## src/rtl/mac_lookup_client_if.sv

```systemverilog
// mac_lookup_client_if
// Groups the request, table and response signals of mac_lookup_client.
//   slave  : the lookup client (takes i_* signals, drives o_* signals)
//   master : the environment, i.e. ingress parsers, MAC table and response sink
// Ports:
//   i_learn_enable       global learn enable
//   i_req_valid/o_req_ready, i_req_sa/i_req_da   per-port request channel
//   o_write_enable, o_port_num, o_MAC_SA/o_MAC_DA, i_port_num   table access
//   o_rsp_valid/i_rsp_ready, o_rsp_src/o_rsp_dst/o_rsp_reflect  response channel
interface mac_lookup_client_if #(
    parameter int pPORTS  = 4,
    parameter int pADRESS = 2,
    parameter int pKEY    = 14
);
    logic                      i_learn_enable;
    logic [pPORTS-1:0]         i_req_valid;
    logic [pPORTS-1:0]         o_req_ready;
    logic [pPORTS*pKEY-1:0]    i_req_sa;
    logic [pPORTS*pKEY-1:0]    i_req_da;
    logic                      o_write_enable;
    logic [pADRESS-1:0]        o_port_num;
    logic [pKEY-1:0]           o_MAC_SA;
    logic [pKEY-1:0]           o_MAC_DA;
    logic [pADRESS-1:0]        i_port_num;
    logic                      o_rsp_valid;
    logic                      i_rsp_ready;
    logic [pADRESS-1:0]        o_rsp_src;
    logic [pADRESS-1:0]        o_rsp_dst;
    logic                      o_rsp_reflect;

    modport slave (
        input  i_learn_enable, i_req_valid, i_req_sa, i_req_da, i_port_num, i_rsp_ready,
        output o_req_ready, o_write_enable, o_port_num, o_MAC_SA, o_MAC_DA,
               o_rsp_valid, o_rsp_src, o_rsp_dst, o_rsp_reflect
    );

    modport master (
        output i_learn_enable, i_req_valid, i_req_sa, i_req_da, i_port_num, i_rsp_ready,
        input  o_req_ready, o_write_enable, o_port_num, o_MAC_SA, o_MAC_DA,
               o_rsp_valid, o_rsp_src, o_rsp_dst, o_rsp_reflect
    );
endinterface

```

## src/rtl/mac_lookup_client.sv

```systemverilog
// mac_lookup_client
// Round-robin arbiter plus learn/lookup sequencer in front of the MAC table.
// One request is granted at a time; the client presents the keys to the table
// for one cycle (learning if enabled), captures the table's registered result
// and hands it back on a valid/ready response channel.
// Ports:
//   iclk  clock
//   irst  asynchronous active-high reset
//   bus   mac_lookup_client_if.slave (request, table and response channels)
//
// state | meaning
// IDLE  | waiting for a request; grant pulse issued combinationally
// ISSUE | keys and port presented to the table, learn strobe if enabled
// WAIT  | table result arrives; response fields captured
// RESP  | response valid, held until accepted
module mac_lookup_client #(
    parameter int pPORTS  = 4,
    parameter int pADRESS = 2,
    parameter int pKEY    = 14
) (
    input  logic                 iclk,
    input  logic                 irst,
    mac_lookup_client_if.slave   bus
);

    typedef enum logic [1:0] {IDLE, ISSUE, WAIT, RESP} state_t;

    state_t               state_q, state_d;
    logic [pADRESS-1:0]   rr_q, rr_d;
    logic [pADRESS-1:0]   g_q, g_d;
    logic                 learn_q, learn_d;
    logic [pKEY-1:0]      sa_q, sa_d;
    logic [pKEY-1:0]      da_q, da_d;
    logic [pADRESS-1:0]   rsp_src_q, rsp_src_d;
    logic [pADRESS-1:0]   rsp_dst_q, rsp_dst_d;
    logic                 reflect_q, reflect_d;

    logic                 found;
    logic [pADRESS-1:0]   gnt;
    logic [pADRESS-1:0]   idx;
    logic [pPORTS-1:0]    ready;

    // Search from rr upward; the pADRESS-bit add wraps naturally since
    // pPORTS is a power of two.
    always_comb begin
        found = 1'b0;
        gnt   = '0;
        idx   = '0;
        for (int i = 0; i < pPORTS; i++) begin
            idx = rr_q + pADRESS'(i);
            if (!found && bus.i_req_valid[idx]) begin
                found = 1'b1;
                gnt   = idx;
            end
        end
    end

    always_comb begin
        state_d   = state_q;
        rr_d      = rr_q;
        g_d       = g_q;
        learn_d   = learn_q;
        sa_d      = sa_q;
        da_d      = da_q;
        rsp_src_d = rsp_src_q;
        rsp_dst_d = rsp_dst_q;
        reflect_d = reflect_q;
        ready     = '0;
        case (state_q)
            IDLE: begin
                if (found) begin
                    ready[gnt] = 1'b1;
                    g_d        = gnt;
                    sa_d       = bus.i_req_sa[int'(gnt)*pKEY +: pKEY];
                    da_d       = bus.i_req_da[int'(gnt)*pKEY +: pKEY];
                    learn_d    = bus.i_learn_enable;
                    state_d    = ISSUE;
                end
            end
            ISSUE: begin
                state_d = WAIT;
            end
            WAIT: begin
                // The table read and learn share an edge, so a DA==SA lookup
                // reports the pre-learn entry; it is passed through untouched.
                rsp_dst_d = bus.i_port_num;
                rsp_src_d = g_q;
                reflect_d = (bus.i_port_num == g_q);
                state_d   = RESP;
            end
            RESP: begin
                if (bus.i_rsp_ready) begin
                    rr_d    = g_q + pADRESS'(1);
                    state_d = IDLE;
                end
            end
            default: begin
                state_d = IDLE;
            end
        endcase
    end

    always_ff @(posedge iclk or posedge irst) begin
        if (irst) begin
            state_q   <= IDLE;
            rr_q      <= '0;
            g_q       <= '0;
            learn_q   <= 1'b0;
            sa_q      <= '0;
            da_q      <= '0;
            rsp_src_q <= '0;
            rsp_dst_q <= '0;
            reflect_q <= 1'b0;
        end else begin
            state_q   <= state_d;
            rr_q      <= rr_d;
            g_q       <= g_d;
            learn_q   <= learn_d;
            sa_q      <= sa_d;
            da_q      <= da_d;
            rsp_src_q <= rsp_src_d;
            rsp_dst_q <= rsp_dst_d;
            reflect_q <= reflect_d;
        end
    end

    assign bus.o_req_ready    = ready;
    assign bus.o_write_enable = (state_q == ISSUE) && learn_q;
    assign bus.o_port_num     = g_q;
    assign bus.o_MAC_SA       = sa_q;
    assign bus.o_MAC_DA       = da_q;
    assign bus.o_rsp_valid    = (state_q == RESP);
    assign bus.o_rsp_src      = rsp_src_q;
    assign bus.o_rsp_dst      = rsp_dst_q;
    assign bus.o_rsp_reflect  = reflect_q;

endmodule

```

## src/flat_wrapper.sv

```systemverilog
// flat-port wrapper written by rule: the top's interface ports become plain ports
module mac_lookup_client_flat 
#(
    parameter int pPORTS  = 4,
    parameter int pADRESS = 2,
    parameter int pKEY    = 14
)
  (iclk, irst, bus_i_learn_enable, bus_i_req_valid, bus_i_req_sa, bus_i_req_da, bus_i_port_num, bus_i_rsp_ready, bus_o_req_ready, bus_o_write_enable, bus_o_port_num, bus_o_MAC_SA, bus_o_MAC_DA, bus_o_rsp_valid, bus_o_rsp_src, bus_o_rsp_dst, bus_o_rsp_reflect);
  mac_lookup_client_if #(.pPORTS(pPORTS), .pADRESS(pADRESS), .pKEY(pKEY)) bus_i ();
  input  logic iclk;
  input  logic irst;
  input wire logic [$bits(bus_i.i_learn_enable)-1:0] bus_i_learn_enable;
  input wire logic [$bits(bus_i.i_req_valid)-1:0] bus_i_req_valid;
  input wire logic [$bits(bus_i.i_req_sa)-1:0] bus_i_req_sa;
  input wire logic [$bits(bus_i.i_req_da)-1:0] bus_i_req_da;
  input wire logic [$bits(bus_i.i_port_num)-1:0] bus_i_port_num;
  input wire logic [$bits(bus_i.i_rsp_ready)-1:0] bus_i_rsp_ready;
  output wire logic [$bits(bus_i.o_req_ready)-1:0] bus_o_req_ready;
  output wire logic [$bits(bus_i.o_write_enable)-1:0] bus_o_write_enable;
  output wire logic [$bits(bus_i.o_port_num)-1:0] bus_o_port_num;
  output wire logic [$bits(bus_i.o_MAC_SA)-1:0] bus_o_MAC_SA;
  output wire logic [$bits(bus_i.o_MAC_DA)-1:0] bus_o_MAC_DA;
  output wire logic [$bits(bus_i.o_rsp_valid)-1:0] bus_o_rsp_valid;
  output wire logic [$bits(bus_i.o_rsp_src)-1:0] bus_o_rsp_src;
  output wire logic [$bits(bus_i.o_rsp_dst)-1:0] bus_o_rsp_dst;
  output wire logic [$bits(bus_i.o_rsp_reflect)-1:0] bus_o_rsp_reflect;
  assign bus_i.i_learn_enable = bus_i_learn_enable;
  assign bus_i.i_req_valid = bus_i_req_valid;
  assign bus_i.i_req_sa = bus_i_req_sa;
  assign bus_i.i_req_da = bus_i_req_da;
  assign bus_i.i_port_num = bus_i_port_num;
  assign bus_i.i_rsp_ready = bus_i_rsp_ready;
  assign bus_o_req_ready = bus_i.o_req_ready;
  assign bus_o_write_enable = bus_i.o_write_enable;
  assign bus_o_port_num = bus_i.o_port_num;
  assign bus_o_MAC_SA = bus_i.o_MAC_SA;
  assign bus_o_MAC_DA = bus_i.o_MAC_DA;
  assign bus_o_rsp_valid = bus_i.o_rsp_valid;
  assign bus_o_rsp_src = bus_i.o_rsp_src;
  assign bus_o_rsp_dst = bus_i.o_rsp_dst;
  assign bus_o_rsp_reflect = bus_i.o_rsp_reflect;
  mac_lookup_client #(.pPORTS(pPORTS), .pADRESS(pADRESS), .pKEY(pKEY)) u_core (.iclk(iclk), .irst(irst), .bus(bus_i));
endmodule
```

## config.mk

```make
export PLATFORM = sky130hd
export DESIGN_NAME = mac_lookup_client_flat
export DESIGN_NICKNAME = d
export VERILOG_FILES = /design/src/rtl/mac_lookup_client_if.sv /design/src/rtl/mac_lookup_client.sv /design/src/flat_wrapper.sv
export SDC_FILE = /design/constraint.sdc
export NUM_CORES = 1
export LEC_CHECK = 0
export CELL_PAD_IN_SITES_DETAIL_PLACEMENT = 2
export CELL_PAD_IN_SITES_GLOBAL_PLACEMENT = 2
export CORE_MARGIN = 2
export CORE_UTILIZATION = 18
export DETAILED_ROUTE_END_ITERATION = 12
export PLACE_DENSITY_LB_ADDON = 0.1
export SYNTH_ARGS = -nofsm -noshare
export SYNTH_HDL_FRONTEND = slang
export SYNTH_SLANG_ARGS = --single-unit
```

## constraint.sdc

```tcl
create_clock -name iclk -period 1.5 [get_ports iclk]
set_input_delay 0.15 -clock iclk [delete_from_list [all_inputs] [get_ports iclk]]
set_output_delay 0.15 -clock iclk [all_outputs]
set_load 0.005 [all_outputs]
```

==> out/qor.csv, run 1 <==
stage,metric,value,unit
outcome,status,"finished, violations left",
outcome,violations,negative setup slack,
die,start_util,18.4,%
die,core.rowCount,43,
pwr,p_leak,0.00207,uW
die,die_area,15100,um^2
grt,grt_pass1_vias,3346,
route,antenna_left,0,
finish,syn_to_final_growth,107,%
placement,port_buffers,162,
job,cap_violations,0,
finish,multi_input_area,1790,um^2
clocking,cts_buffers,5,
sta,relSlewSlack,80.5,%
route,wl,12300,um
finish,regArea,1000,um^2
yosys,synth.distinct_cells,34,
yosys,postSynthAreaPerCell,9.37,um^2
grt,busiest_layer,met2,
setup_path,crit_required,1.35,ns
pwr,powerDensity,1800,nW/um^2
die,die_w,123,um
route,route.detailed.drc,0,
route,wl_per_cell,19.3,um
sta,rsz0062_at_grt,true,
setup_path,crit_fanout,5,
route,viasPerCell,4.68,
finish,fin_util,38.1,%
grt,grt_use_met2,29.3,%
setup_path,critPathCaptureType,output pin,
clocking,cts.sinks,40,
finish,fillers,1511,
die,core,13900,um^2
die,io_pins,163,
clocking,cts_hold_buffers,0,
grt,antenna_found_initial,0,
yosys,synth-edff-count,0,
die,chipHeight,123,um
setup_path,crit_type,flip-flop to output pin,
sta,fin_skew,0.00507,ns
yosys,synth_nets,398,
grt,grtUsageMet1,19.6,%
finish,num_antenna_cells,0,
sta,worst_slew_pin_slew,0.291,ns
sta,slew_violations,0,
hold_path,hold_path_class,input pin to asynchronous set/reset pin,
setup_path,worstPathArrival,1.67,ns
placement,gp_congestion,0.830,
yosys,async_reset_ff_share,100,%
grt,grt_overflow_total,0,
sta,fmax,0.549,GHz
yosys,ys_warn_count,0,
clocking,clk_path_buf_depth,2,
sta,holdWs,0.221,ns
yosys,synth-seq-area-share,39.3,%
yosys,syn_inst,272,
finish,drive_gt1_share,26.6,%
grt,grtUsageMet3,3.55,%
sta,fin_ws,-0.321,ns
grt,grt_pass1_wl,18800,um
grt,grt_max_degree,58,
sta,hold_viol,0,
yosys,ys.flop_type,dfrtp_1,
sta,finalCritPeriodShare,121,%
pwr,total_power,9510,uW
finish,nets,584,
pwr,irDropWorstVdd,548,uV
route,drt_iter0_drc,62,
sta,fin_setup_tns,-7.23,ns
clocking,cts_tree,done,
route,dr.pass1.iters,4,
sta,setup_viol,33,
clocking,cts_max_level,2,
clocking,path_clk_slew,0.06,ns
clocking,cts.root.buffer_cell,clkbuf_16,
yosys,ys_ff_latch,40,
clocking,clk_latency,0.29,ns
setup_path,critPathLaunchType,flip-flop,
route,num_vias,2990,
grt,grt_usage,16.3,%
placement,dp_hpwl,8950,um
sta,period_needed,1.82,ns
yosys,syn_area,2550,um^2
-- area by class of cell --
class                           instances  area share [%]
Timing Repair Buffer                  201            38.8
Multi-Input combinational cell        201            33.8
Sequential cell                        40            19.0
Tap cell                              180            4.26
Clock buffer                            7            2.89
Inverter                                9           0.686
Clock inverter                          1           0.568
-- Yosys cell counts, drive strengths merged (2+ instances only) --
library cell / count / share of area [%]
o22ai: 29 / 7.4
a31oi: 2 / 0.49
inv: 9 / 1.3
mux2i: 28 / 11
buf: 16 / 4.0
mux2: 4 / 1.8
and2: 2 / 0.49
clkbuf: 6 / 0.88
ha: 4 / 2.0
a21oi: 5 / 0.98
nor2: 31 / 4.6
a211oi: 2 / 0.59
nand2: 6 / 0.88
a221oi: 29 / 10
o21a: 2 / 0.59
nor2b: 5 / 1.2
o21ai: 38 / 7.6
nor3: 3 / 0.59
xnor2: 3 / 1.0
dfrtp: 40 / 39
-- routing by layer --
metal	up-vias	part of all wire [%]
met1	1493	41
met2	75	52
met4	0	1.8
met5	-	0
met3	14	5.0
li1	1408	-
-- path summary, 6_finish.rpt --
kind                            cells after the start          startpoint  slack, ns                 endpoint
worst max-delay path                                5      u_core.rr_q[0]      -0.32       bus_o_req_ready[0]
worst min-delay path                                3                irst       0.22  u_core.bus.o_rsp_dst[1]
worst min register to register                      2      u_core.learn_q       0.47           u_core.learn_q
max in group asynchronous                           3                irst       1.06           u_core.rr_q[0]
worst max register to register                      6      u_core.rr_q[0]      -0.25   u_core.bus.o_MAC_DA[5]
min in group iclk                                   3  bus_i_learn_enable       0.42           u_core.learn_q
-- logic make-up after synthesis --
logic type / count (synthesis) / share of synthesized area, %
xor+xnor: 3 / 1.03
simple gates: 52 / 9.32
compound gates: 110 / 29.4
flops: 40 / 39.3
buf+inv: 31 / 6.23
mux: 32 / 12.8
fa+ha+maj: 4 / 1.96
-- flip-flops by register name, indices dropped and copies added (netlist names) --
name                      flops
u_core.bus.o_MAC_DA          14
u_core.bus.o_rsp_src          2
u_core.bus.o_MAC_SA          14
u_core.bus.o_rsp_dst          2
u_core.learn_q                1
u_core.state_q                2
u_core.bus.o_rsp_reflect      1
u_core.bus.o_port_num         2
u_core.rr_q                   2
-- report_power, final --
| group | switching (uW) | internal [uW] |
|---|---|---|
| sequential | 396 | 1610 |
| combinational | 2780 | 3370 |
| clock | 470 | 878 |
-- per-stage QoR --
step | std cells | instance area (um^2) | setup WS (ns)
final | 639 | 5290 | -0.321
after global routing | 639 | 5290 | -0.372
after CTS | 638 | 5050 | -0.303
after detailed placement | 624 | 4630 | -0.818
after global placement | 624 | 4630 | -0.759
after floorplan | 272 | 2600 | -0.0505
-- what timing repair did --
action	4_1_cts	5_1_grt
setup endpoints to repair	39	36
pin swaps	6	18
gates resized for setup	69	47
buffers inserted	5	1
gates cloned	1	2
-- layout by cell type, fill, tap and decap left out, types with 6 or more instances in the layout --
cell type / count
mux2i_2: 6
buf_6: 8
mux2i_4: 7
nand2_1: 6
buf_4: 21
clkbuf_16: 7
a221oi_2: 16
mux2i_1: 15
o21ai_0: 33
clkdlybuf4s50_1: 152
buf_12: 7
dfrtp_1: 38
a221oi_1: 12
o22ai_1: 23
nor2_1: 29
-- critical path, cell delays in order (launching register included) --
cell	delay, ns
dfrtp_2	0.47
nor2b_4	0.08
or4_4	0.43
o311ai_4	0.10
and2_4	0.20
buf_6	0.10
Note: power is estimated with default switching activity, not from simulation.
==> run 2, diff against run 1 <==
Settings changed: CAP_MARGIN set to 20.
==> results of run 2 <==
The final DEF is identical to that of run 1; final timing and power are the same.
==> run 3, diff against run 2 <==
--- a/config.mk
+++ b/config.mk
@@ -9,5 +9,4 @@
 export CELL_PAD_IN_SITES_DETAIL_PLACEMENT = 2
 export CELL_PAD_IN_SITES_GLOBAL_PLACEMENT = 2
-export CORE_MARGIN = 2
 export CORE_UTILIZATION = 18
 export DETAILED_ROUTE_END_ITERATION = 12
==> constraint.sdc (replaced) <==
create_clock -name iclk -period 1.5 [get_ports iclk]
set_input_delay 0.15 -clock iclk [delete_from_list [all_inputs] [get_ports iclk]]
set_output_delay 0.15 -clock iclk [all_outputs]
set_load 0.1 [all_outputs]
==> run 3 against run 2 <==
The flow still finishes with violations (negative setup slack). Fmax is 7.3% lower. Combinational power up 79%. Count of clock-buffer cells in the layout is 1 lower. Worst setup slack got worse by 0.14 ns. Clock skew is essentially flat. Sequential share of layout area is 2.0 points lower. Cell count up 2.8%. Clock power grew 4%. Largest power group unchanged. Highest routed layer unchanged.
==> out/qor.csv, run 3 (synthesis results as in run 1) <==
stage,metric,value,unit,change
outcome,status,"finished, violations left",,
pwr,irDropWorstVdd,807,uV,+47%
setup_path,critPathCaptureType,output pin,,
finish,syn_to_final_growth,132,%,
job,cap_violations,0,,unchanged
setup_path,slowest_delay,0.47,ns,about the same
sta,worst_slew_pin_slew,0.321,ns,+0.0301 ns
hold_path,hold_path_class,input pin to asynchronous set/reset pin,,
die,chipHeight,121,um,-1.6%
clocking,clk_latency,0.29,ns,about the same
grt,antenna_found_initial,0,,unchanged
pwr,p_leak,0.00244,uW,+18%
finish,drive_gt1_share,36.3,%,+9.7 points
sta,fin_skew,0.00548,ns,+0.000411 ns
placement,gp_congestion,0.757,,-8.8%
route,dr.pass1.iters,4,,unchanged
die,die_area,14600,um^2,-3.2%
route,wl_per_cell,19.4,um,+0.77%
sta,rsz0062_at_grt,true,,
pwr,swShare,50.7,%,+12 points
sta,relSlewSlack,78.5,%,-2.0 points
die,core,13800,um^2,-0.39%
finish,nets,602,,+3.1%
pwr,internal_power,7260,uW,+24%
pwr,pwr-share-seq,15.5,%,-5.6 points
pwr,powerDensity,2490,nW/um^2,+39%
finish,final_cell_mix,"clkdlybuf4s50_1, buf_12, dfrtp_1",,
grt,grt_overflow_total,0,,unchanged
grt,grt_pass1_wl,19900,um,+5.9%
placement,dp_hpwl,9400,um,+5.1%
route,antenna_left,0,,unchanged
sta,fin_setup_tns,-9.85,ns,-2.62 ns
route,wl,12800,um,+3.6%
clocking,cts_buffers,5,,unchanged
route,num_vias,3055,,+2.2%
pwr,p_comb_share,74.9,%,+10 points
placement,port_buffers,162,,unchanged
pwr,p_clk_share,9.6,%,-4.6 points
sta,fmax,0.509,GHz,-7.3%
sta,hold_viol,0,,unchanged
setup_path,cpMaxStageDelayCell,dfrtp_2,,
finish,num_antenna_cells,0,,unchanged
sta,setup_viol,32,,-3.0%
die,start_util,18.4,%,+0.071 points
setup_path,critical-path-top-delay-family,buffers and inverters,,
pwr,total_power,14700,uW,+55%
setup_path,cp_cell_sequence,buf_4 > a211oi_4 > o22ai_4 > buf_12 > nor3_4 > buf_12,,
clocking,cts_max_level,2,,unchanged
clocking,path_clk_slew,0.06,ns,about the same
setup_path,path_depth,6,,+1
setup_path,crit_fanout,7,,+2
setup_path,cp.buffers_inverters,3,,+2
setup_path,crit_required,1.35,ns,about the same
grt,grt_pass1_vias,3576,,+6.9%
setup_path,critPathLaunchType,flip-flop,,
die,die_w,121,um,-1.6%
setup_path,r2r_cells,7,,+1
route,viasPerCell,4.65,,-0.63%
sta,finalCritPeriodShare,131,%,+9.6 points
route,route.detailed.drc,0,,unchanged
die,core.rowCount,43,,unchanged
grt,grt_max_degree,35,,-40%
pwr,p_switching,7460,uW,+100%
clocking,clk_path_buf_depth,2,,unchanged
sta,slew_violations,0,,unchanged
clocking,cts.sinks,40,,unchanged
setup_path,path_common_cell,buf_12,,
sta,period_needed,1.96,ns,+0.144 ns
setup_path,worstPathArrival,1.81,ns,+0.14 ns
die,io_pins,163,,unchanged
sta,fin_ws,-0.464,ns,-0.144 ns
grt,grt_usage,18.1,%,+1.8 points
clocking,cts.root.buffer_cell,clkbuf_16,,
clocking,cts_tree,done,,
clocking,cts_hold_buffers,0,,unchanged
finish,final_common_cell,clkdlybuf4s50_1,,
setup_path,crit_type,flip-flop to output pin,,
outcome,violations,negative setup slack,,
route,drt_iter0_drc,60,,-3.2%
run 3: final timing paths:
check | startpoint | slack (ns) | end
worst max-delay path | u_core.rr_q[1] | -0.46 | bus_o_req_ready[1]
min in group iclk | bus_i_learn_enable | 0.39 | u_core.learn_q
worst min register to register | u_core.learn_q | 0.50 | u_core.learn_q
max in group asynchronous | irst | 0.95 | u_core.rr_q[1]
worst min-delay path | irst | 0.09 | u_core.bus.o_rsp_src[0]
worst max register to register | u_core.rr_q[0] | -0.35 | u_core.bus.o_MAC_DA[0]
run 3: metrics by stage:
stage	util [%]	worst slack, ns	instances	area (um^2)	hold slack, ns
4_1_cts	41.8	-0.489	653	5780	0.0871
6_report	42.7	-0.464	657	5900	0.0862
5_1_grt	42.7	-0.527	657	5900	0.0951
3_5_place_dp	37.9	-0.615	630	5240	0.398
2_1_floorplan	-	-0.448	272	2710	0.254
3_3_place_gp	37.9	-0.595	630	5240	0.386
run 3: power by group through the flow:
stage                     Clock [uW]  Combinational, uW  Sequential [uW]
after CTS                       1450              10800             2280
final                           1410              11000             2280
after global routing            1500              11600             2360
after detailed placement           0              10000             2300
after global placement             0               9880             2260
after floorplan                    0               3090             5060
run 3: repair_timing:
action	4_1_cts	5_1_grt
pin swaps	20	15
gates resized for setup	43	20
setup buffers	13	7
gates cloned	2	0
setup endpoints to repair	37	36
run 3: cell type report:
type / count / area, um^2
tap: 180 / 225
sequential: 40 / 1000
clock inverter: 2 / 60.1
multi-input combinational: 201 / 1780
clock buffer: 6 / 129
timing repair buffer: 219 / 2670
inverter: 9 / 36.3
fill: 1429 / 7920
run 3: per-layer routing:
metal	GRT usage (%)	vias to the layer above	routed length [um]	part of all wire, %
met5	0	-	0	0
met4	3.86	0	132	1.0
met3	3.76	6	539	4.2
met2	33.9	69	6930	54
met1	21.0	1531	5170	40
li1	-	1449	-	-
